<file path="src/rtl/inst_dispatch_queue_if.sv">
// Decoder-side and dispatch-side signal bundle for inst_dispatch_queue.
// master = decoder/RS/ROB environment, slave = the queue itself.
interface inst_dispatch_queue_if #(
    parameter int IQ_DEPTH = 8,
    parameter int NUM_RS   = 4,
    parameter int PACK_W   = 64,
    parameter int FU_W     = $clog2(NUM_RS)
) ();
    localparam int CNT_W = $clog2(IQ_DEPTH + 1);

    logic              flush;
    logic              in_valid;
    logic [PACK_W-1:0] in_pack;
    logic [FU_W-1:0]   in_fu;
    logic              in_ready;
    logic [NUM_RS-1:0] rs_is_full;
    logic              rob_full;
    logic [NUM_RS-1:0] rs_load;
    logic              rob_alloc;
    logic [PACK_W-1:0] out_pack;
    logic              stall;
    logic              illegal_fu;
    logic [CNT_W-1:0]  count;

    modport master (
        output flush, in_valid, in_pack, in_fu, rs_is_full, rob_full,
        input  in_ready, rs_load, rob_alloc, out_pack, stall, illegal_fu, count
    );

    modport slave (
        input  flush, in_valid, in_pack, in_fu, rs_is_full, rob_full,
        output in_ready, rs_load, rob_alloc, out_pack, stall, illegal_fu, count
    );
endinterface

</file>
<file path="src/rtl/inst_dispatch_queue.sv">
// In-order instruction dispatch queue feeding NUM_RS reservation stations and the ROB.
// Latency: accept-to-rs_load >= 1 cycle; 0 cycles on an empty queue with DISPATCH_BYPASS_EN.
// Backpressure: in_ready drops only when full or flushing; a blocked head stalls all younger entries.
module inst_dispatch_queue #(
    parameter int IQ_DEPTH = 8,
    parameter int NUM_RS   = 4,
    parameter int PACK_W   = 64,
    parameter int FU_W     = $clog2(NUM_RS)
) (
    input  logic                  clk,
    input  logic                  reset,
    inst_dispatch_queue_if.slave  io
);
    localparam int PTR_W = (IQ_DEPTH > 1) ? $clog2(IQ_DEPTH) : 1;
    localparam int CNT_W = $clog2(IQ_DEPTH + 1);

    logic [PTR_W-1:0]  head_q, head_d, tail_q, tail_d;
    logic [CNT_W-1:0]  count_q, count_d;
    logic [PACK_W-1:0] pack_mem_q [IQ_DEPTH];
    logic [FU_W-1:0]   fu_mem_q   [IQ_DEPTH];

    logic [PACK_W-1:0] head_pack;
    logic [FU_W-1:0]   head_fu;
    logic [NUM_RS-1:0] head_sel;
    logic              empty, head_live, head_legal, head_free;
    logic              disp_vld, ill_vld, byp_vld, push_vld, pop_vld, rdy_vld;

    function automatic logic [PTR_W-1:0] ptr_inc(input logic [PTR_W-1:0] p);
        return (p == PTR_W'(IQ_DEPTH - 1)) ? '0 : p + PTR_W'(1);
    endfunction

    always_comb begin
        head_pack = pack_mem_q[head_q];
        head_fu   = fu_mem_q[head_q];
        head_sel  = '0;
        for (int i = 0; i < NUM_RS; i++) begin
            head_sel[i] = (head_fu == FU_W'(i));
        end
        // An out-of-range FU index matches no channel, which is what makes it illegal.
        head_legal = |head_sel;
        head_free  = |(head_sel & ~io.rs_is_full);
        empty      = (count_q == '0);
        head_live  = reset & ~empty & ~io.flush;
        disp_vld   = head_live & head_free & ~io.rob_full;
        ill_vld    = head_live & ~head_legal;
        pop_vld    = disp_vld | ill_vld;
        rdy_vld    = reset & (count_q < CNT_W'(IQ_DEPTH)) & ~io.flush;
        push_vld   = io.in_valid & rdy_vld & ~byp_vld;
    end

`ifdef DISPATCH_BYPASS_EN
    logic [NUM_RS-1:0] in_sel;

    always_comb begin
        in_sel = '0;
        for (int i = 0; i < NUM_RS; i++) begin
            in_sel[i] = (io.in_fu == FU_W'(i));
        end
        byp_vld = reset & empty & io.in_valid & ~io.flush & ~io.rob_full
                & (|(in_sel & ~io.rs_is_full));
    end

    always_comb begin
        io.rs_load  = disp_vld ? head_sel : (byp_vld ? in_sel : '0);
        io.out_pack = byp_vld ? io.in_pack : ((reset & ~empty) ? head_pack : '0);
    end
`else
    assign byp_vld = 1'b0;

    always_comb begin
        io.rs_load  = disp_vld ? head_sel : '0;
        io.out_pack = (reset & ~empty) ? head_pack : '0;
    end
`endif

    always_comb begin
        io.in_ready   = rdy_vld;
        io.rob_alloc  = disp_vld | byp_vld;
        io.illegal_fu = ill_vld;
        io.stall      = head_live & ~disp_vld & ~ill_vld;
        io.count      = count_q;
    end

    always_comb begin
        head_d  = head_q;
        tail_d  = tail_q;
        count_d = count_q;
        if (io.flush) begin
            head_d  = '0;
            tail_d  = '0;
            count_d = '0;
        end else begin
            if (pop_vld)  head_d = ptr_inc(head_q);
            if (push_vld) tail_d = ptr_inc(tail_q);
            case ({push_vld, pop_vld})
                2'b10:   count_d = count_q + CNT_W'(1);
                2'b01:   count_d = count_q - CNT_W'(1);
                default: count_d = count_q;
            endcase
        end
    end

    always_ff @(posedge clk or negedge reset) begin
        if (!reset) begin
            head_q  <= '0;
            tail_q  <= '0;
            count_q <= '0;
        end else begin
            head_q  <= head_d;
            tail_q  <= tail_d;
            count_q <= count_d;
        end
    end

    // Payload storage needs no reset: count_q gates every read.
    always_ff @(posedge clk) begin
        if (push_vld) begin
            pack_mem_q[tail_q] <= io.in_pack;
            fu_mem_q[tail_q]   <= io.in_fu;
        end
    end
endmodule
</file>
<file path="src/flat_wrapper.sv">
// flat-port wrapper written by rule: the top's interface ports become plain ports
module inst_dispatch_queue_flat 
#(
    parameter int IQ_DEPTH = 8,
    parameter int NUM_RS   = 4,
    parameter int PACK_W   = 64,
    parameter int FU_W     = $clog2(NUM_RS)
)
  (clk, reset, io_flush, io_in_valid, io_in_pack, io_in_fu, io_rs_is_full, io_rob_full, io_in_ready, io_rs_load, io_rob_alloc, io_out_pack, io_stall, io_illegal_fu, io_count);
  inst_dispatch_queue_if #(.IQ_DEPTH(IQ_DEPTH), .NUM_RS(NUM_RS), .PACK_W(PACK_W), .FU_W(FU_W)) io_i ();
  input  logic clk;
  input  logic reset;
  input wire logic [$bits(io_i.flush)-1:0] io_flush;
  input wire logic [$bits(io_i.in_valid)-1:0] io_in_valid;
  input wire logic [$bits(io_i.in_pack)-1:0] io_in_pack;
  input wire logic [$bits(io_i.in_fu)-1:0] io_in_fu;
  input wire logic [$bits(io_i.rs_is_full)-1:0] io_rs_is_full;
  input wire logic [$bits(io_i.rob_full)-1:0] io_rob_full;
  output wire logic [$bits(io_i.in_ready)-1:0] io_in_ready;
  output wire logic [$bits(io_i.rs_load)-1:0] io_rs_load;
  output wire logic [$bits(io_i.rob_alloc)-1:0] io_rob_alloc;
  output wire logic [$bits(io_i.out_pack)-1:0] io_out_pack;
  output wire logic [$bits(io_i.stall)-1:0] io_stall;
  output wire logic [$bits(io_i.illegal_fu)-1:0] io_illegal_fu;
  output wire logic [$bits(io_i.count)-1:0] io_count;
  assign io_i.flush = io_flush;
  assign io_i.in_valid = io_in_valid;
  assign io_i.in_pack = io_in_pack;
  assign io_i.in_fu = io_in_fu;
  assign io_i.rs_is_full = io_rs_is_full;
  assign io_i.rob_full = io_rob_full;
  assign io_in_ready = io_i.in_ready;
  assign io_rs_load = io_i.rs_load;
  assign io_rob_alloc = io_i.rob_alloc;
  assign io_out_pack = io_i.out_pack;
  assign io_stall = io_i.stall;
  assign io_illegal_fu = io_i.illegal_fu;
  assign io_count = io_i.count;
  inst_dispatch_queue #(.IQ_DEPTH(IQ_DEPTH), .NUM_RS(NUM_RS), .PACK_W(PACK_W), .FU_W(FU_W)) u_core (.clk(clk), .reset(reset), .io(io_i));
endmodule
</file>
<file path="config.mk">
export PLATFORM = sky130hd
export DESIGN_NAME = inst_dispatch_queue_flat
export DESIGN_NICKNAME = d
export VERILOG_FILES = /design/src/rtl/inst_dispatch_queue_if.sv /design/src/rtl/inst_dispatch_queue.sv /design/src/flat_wrapper.sv
export SDC_FILE = /design/constraint.sdc
export NUM_CORES = 1
export LEC_CHECK = 0
export CAP_MARGIN = 40
export CELL_PAD_IN_SITES_DETAIL_PLACEMENT = 1
export CELL_PAD_IN_SITES_GLOBAL_PLACEMENT = 1
export CORE_MARGIN = 5
export CORE_UTILIZATION = 36
export CTS_BUF_LIST = sky130_fd_sc_hd__clkbuf_8
export DETAILED_ROUTE_END_ITERATION = 8
export PLACE_DENSITY_LB_ADDON = 0.1
export SYNTH_ARGS = -nofsm -noshare
export SYNTH_HDL_FRONTEND = slang
export SYNTH_SLANG_ARGS = --single-unit
</file>
<file path="constraint.sdc">
create_clock -name clk -period 6.5 [get_ports clk]
set_clock_uncertainty 0.2 [all_clocks]
set_input_delay 1.95 -clock clk [delete_from_list [all_inputs] [get_ports clk]]
set_output_delay 1.95 -clock clk [all_outputs]
set_load 0.05 [all_outputs]
</file>
== Word-level counts from Yosys, hierarchy flattened ==
Memories as Yosys holds them, arrays and structs flattened.
Cells that the tools add are included.
W data, S select, Z words.
Operators by class
  bitwise operators: 19
  reductions and logical operators: 7
  divide/modulo/power cells: 0
  add/sub/neg operators: 4
  eq/ne operators: 7
  shift-type cells: 0
  magnitude comparators: 1
  $mul: 0
  multiplexer cells: 12
Operators with widths (count)
  $mux W64: 1
  $mux W3: 6
  $and A1 B1 Y1: 10
  $mux W4: 2
  $pmux W4 S2: 1
  $reduce_or A4 Y1: 2
  $add A3 B1 Y3 const B: 2
  $eq A2 B2 Y1 const B: 3
  $eq A3 B3 Y1 const B: 2
  $not A1 Y1: 6
  $add A4 B1 Y4 const B: 1
  $and A4 B4 Y4: 1
  $eq A2 B1 Y1 const B: 2
  $logic_not A4 Y1: 1
  $lt A4 B4 Y1 const B: 1
  $not A4 Y4: 1
  $reduce_bool A2 Y1: 2
  $sub A4 B1 Y4 const B: 1
  $reduce_bool A3 Y1: 1
  $logic_not A2 Y1: 1
  $mux W1: 2
  $or A1 B1 Y1: 1
Storage, ports and cells
  ROM bits: 0
  memories: 2
  output and inout port bits: 76
  logic and storage cells: 55
  RAM bits: 528
  register bits: 10
  latch bits: 0
Memories
  u_core.pack_mem_q: depth 8, width 64, read ports 1, clocked after Yosys merged registers in 0, write ports 1, RTL line inst_dispatch_queue.sv:19  | logic [PACK_W-1:0] pack_mem_q [IQ_DEPTH];
  u_core.fu_mem_q: depth 8, width 2, read ports 1, clocked after Yosys merged registers in 0, write ports 1, RTL line inst_dispatch_queue.sv:20  | logic [FU_W-1:0] fu_mem_q [IQ_DEPTH];

== Longest topological paths before layout ==
Gate-level depths: netlist of the first run.
  depth after elaboration: 10
  mapped depth: 12

== Least setup slack after synthesis of the first run ==
Ideal clock, no wire load.
  path type: input-to-reg
  from: input io_flush
  to: memory u_core.fu_mem_q[0][0] (netlist name), enable pin
  slack: -1.302 ns
  arrival time: 7.031 ns
  stages: 3
  library setup time: 0.571 ns
  cell sequence: clkbuf_1 or3_1 nor3_1
Between the ends
  cells in the longest elaborated chain, start to end: 5
Ends and longest elaborated chain
  start, declared: RTL line flat_wrapper.sv:13  | input wire logic [$bits(io_i.flush)-1:0] io_flush;
  $not A1 Y1: RTL line inst_dispatch_queue.sv:47  | rdy_vld = reset & (count_q < CNT_W'(IQ_DEPTH)) & ~io.flush;
  $and A1 B1 Y1: RTL line inst_dispatch_queue.sv:47
  $and A1 B1 Y1: RTL line inst_dispatch_queue.sv:48  | push_vld = io.in_valid & rdy_vld & ~byp_vld;
  $mux W1: RTL line inst_dispatch_queue.sv:117  | if (push_vld) begin
  $mux W1 (implied by the code): RTL line inst_dispatch_queue.sv:119  | fu_mem_q[tail_q] <= io.in_fu;
  end, declared: RTL line inst_dispatch_queue.sv:20
Every way passes these cells.

== Worst setup path after layout of the first run ==
  from: input reset
  to: output io_stall
Between the ends
  cells in the longest elaborated chain, start to end: 7
Ends and longest elaborated chain
  start, declared: RTL line flat_wrapper.sv:12  | input logic reset;
  $and A1 B1 Y1 (*) (2 in a row): RTL line inst_dispatch_queue.sv:43  | head_live = reset & ~empty & ~io.flush;
  $and A1 B1 Y1 (2 in a row): RTL line inst_dispatch_queue.sv:44  | disp_vld = head_live & head_free & ~io.rob_full;
  $not A1 Y1: RTL line inst_dispatch_queue.sv:80  | io.stall = head_live & ~disp_vld & ~ill_vld;
  $and A1 B1 Y1: RTL line inst_dispatch_queue.sv:80
  $and A1 B1 Y1 (*): RTL line inst_dispatch_queue.sv:80
  end, declared: RTL line flat_wrapper.sv:23  | output wire logic [$bits(io_i.stall)-1:0] io_stall;
Every way passes the cells marked *; elsewhere a longest branch is shown, timed or not.

==> results.yml, run 1 <==
floorplanning:
  start_util_pct: 36.2
  rows: 88
  fp.dieW_um: 250
  ioPinCount: 151
  dieArea_um2: 62500
  fp.dieH_um: 250
  coreArea_um2: 57400
sta:
  final_max_slew_viol_count: 0
  final-setup-viol-count: 0
  tns_ps: 0
  layout_min_cycle_time_ps: 5940
  clock.fmax_mhz: 168
  maxSlewHeadroom_pct: 46.4
  fin_crit_sh_pct: 91.3
  tightest_slew_ps: 803
  hold_viol: 0
  setup_ws_ps: 563
  rsz0062_at_grt: "false"
final_layout:
  postLayoutCoreUtil_pct: 44.9
  drive_gt1_share_pct: 29.6
  final_cell_mix: "528 x edfxtp_1, 131 x mux4_2, 96 x clkbuf_8"
  layout_commonest_cell: "edfxtp_1"
  area_growth_pct: 24.1
  register_area_um2: 16100
  fill_cells: 5246
  multi_input_comb_area_um2: 4500
  nets: 1234
logic_synthesis:
  netlist_area_um2: 20700
  syn-num-nets: 1016
  yosysSeqAreaShare_pct: 77.6
  ys_async_sr_fraction_pct: 1.86
  yosysUniqueCellTypes: 35
  syn_area_per_cell_um2: 22.2
  synth-seq-cells: 538
  synth_flop_cell: "edfxtp_1"
  synth_edf_count: 528
  yosysWarnings: 0
  synthCells: 934
setup_path:
  worst_setup_path_start_kind: "input port"
  crit_chain: "clkdlybuf4s50_1, o41ai_2, or4_1, o22ai_4, buf_4, nor3_1, buf_4"
  path_depth: 7
  worstSetupPathType: "in2out"
  cp_num_buf_inv: 3
  required_ps: 4350
  cp_top_family: "buffers and inverters"
  cp-end-kind: "output port"
  r2r.worst_path.cells: 11
  slowest_delay_ps: 530
  crit_path_frequent_cell: "buf_4"
  arrival_ps: 3790
  slowest_stage: "or4_1"
  crit_fanout: 8
cts:
  clockBufferDepth: 3
  cts-buffers-inserted: 91
  clkSinkCount: 538
  post_cts_resized: 0
  cts_tree: "done"
  h-tree-depth: 3
  cts-root-buf: "clkbuf_8"
  path_clk_slew_ps: 50
  post-cts-setup-buffers: 0
  clkLatencyLatePin_ps: 650
  hold_buffers: 0
grt:
  grt_pass1_wl_mm: 71.6
  grtUsageTotal_pct: 15.1
  overflow: 0
  grt_pass1_vias: 11182
  antenna_found_initial: 4
  grt_max_degree: 67
placed_design:
  portBuffers: 149
  routabilityCongestion: 0.671
  dp_slack_ps: 535
  post-dp-hpwl_mm: 25.0
pwr:
  power.density_nw_per_um2: 271
  peakVddDrop_v: 0.000121
  power.total_mw: 6.98
  p_leak_nw: 8.00
min_path:
  min_path_type: "reg2reg"
  min_path_cells: 2
drt:
  drtAntennaViolNets: 0
  vias: 9801
  vias_per_cell: 4.93
  wirelength_mm: 46.4
  drt_iter0_markers: 412
  firstDrtPassIters: 4
  drc: 0
  wl_per_cell_um: 23.4
outcome:
  status: "finished clean"
flow_run:
  drv_cap: 0
[state kept, by name, summed over array words and instances, names as in the netlist]
register           count
u_core.pack_mem_q    512
u_core.fu_mem_q       16
u_core.io.count        4
u_core.head_q          3
u_core.tail_q          3
[worst min-delay path, stage by stage (launching register included)]
cell and delay [ps]:
dfrtp_1 420, a21oi_1 90, nor2_1 80
[power by group]
| part | internal (mW) | switching [mW] |
|---|---|---|
| combinational | 0.171 | 0.220 |
| clock | 1.44 | 1.31 |
| sequential | 3.83 | 0.00934 |
| total | 5.45 | 1.54 |
[path summary, 6_finish.rpt]
check,start,slack (ps),end
hold / removal,u_core.tail_q[0],430,u_core.tail_q[0]
max in group asynchronous,reset,4430,u_core.head_q[0]
min in group asynchronous,reset,1470,u_core.tail_q[2]
hold reg to reg,u_core.tail_q[0],430,u_core.tail_q[0]
setup / recovery,reset,560,io_stall
setup reg to reg,u_core.head_q[0],2610,u_core.io.count[1]
[cells by family after synthesis]
family | share of synthesized area (%)
DFF | 77.6
muxes | 18.0
and+or+nand+nor | 2.41
buffers and inverters | 1.01
AOI/OAI and AO/OA | 0.356
adders and majority gates | 0.458
xor gates and xnor gates | 0.151
other | 0.0181
[per-stage QoR]
step | instances | hold slack, ps | area [µm²]
floorplan | 934 | 351 | 20800
global placement | 1824 | 415 | 24100
detailed placement | 1824 | 422 | 24100
CTS | 1986 | 434 | 25700
global route | 1987 | 484 | 25800
finish | 1988 | 429 | 25800
[synth_stat cells (all sizes together) (3+ instances only)]
library cell  count  share of area, %
nor2             85               1.5
clkbuf           25              0.45
mux2              3              0.16
ha                6              0.36
buf              26              0.54
mux2i            74               3.6
or4               3              0.13
mux4            131                14
dfrtp            10               1.2
edfxtp          528                76
nor3              5              0.12
a21oi             4             0.097
nand3             4             0.097
nand2             8              0.14
nand2b            5              0.15
[cell type report]
class                   count  share of cell area (%)
diodes                      2                  0.0194
multi-input cells         344                    17.5
repair buffers            176                    9.74
flip-flops and latches    538                    62.6
inverters                   1                  0.0146
well taps                 765                    3.72
clock buffers              96                    5.13
clock inverters            66                    1.32
[routing by layer]
layer / track usage, % / up-vias / part of all wire (%)
li1: - / 4317 / -
met1: 19.8 / 5236 / 43
met2: 25.2 / 181 / 50
met3: 3.34 / 63 / 4.3
met4: 5.01 / 4 / 1.9
met5: 0 / - / 0.056
Note: power is estimated with default switching activity, not from simulation.
==> inputs of run 2 (changes only) <==
Settings changed: SKIP_CTS_REPAIR_TIMING set to 1.
==> results of run 2 <==
No change in the layout: final DEF, timing and power equal those of run 1.
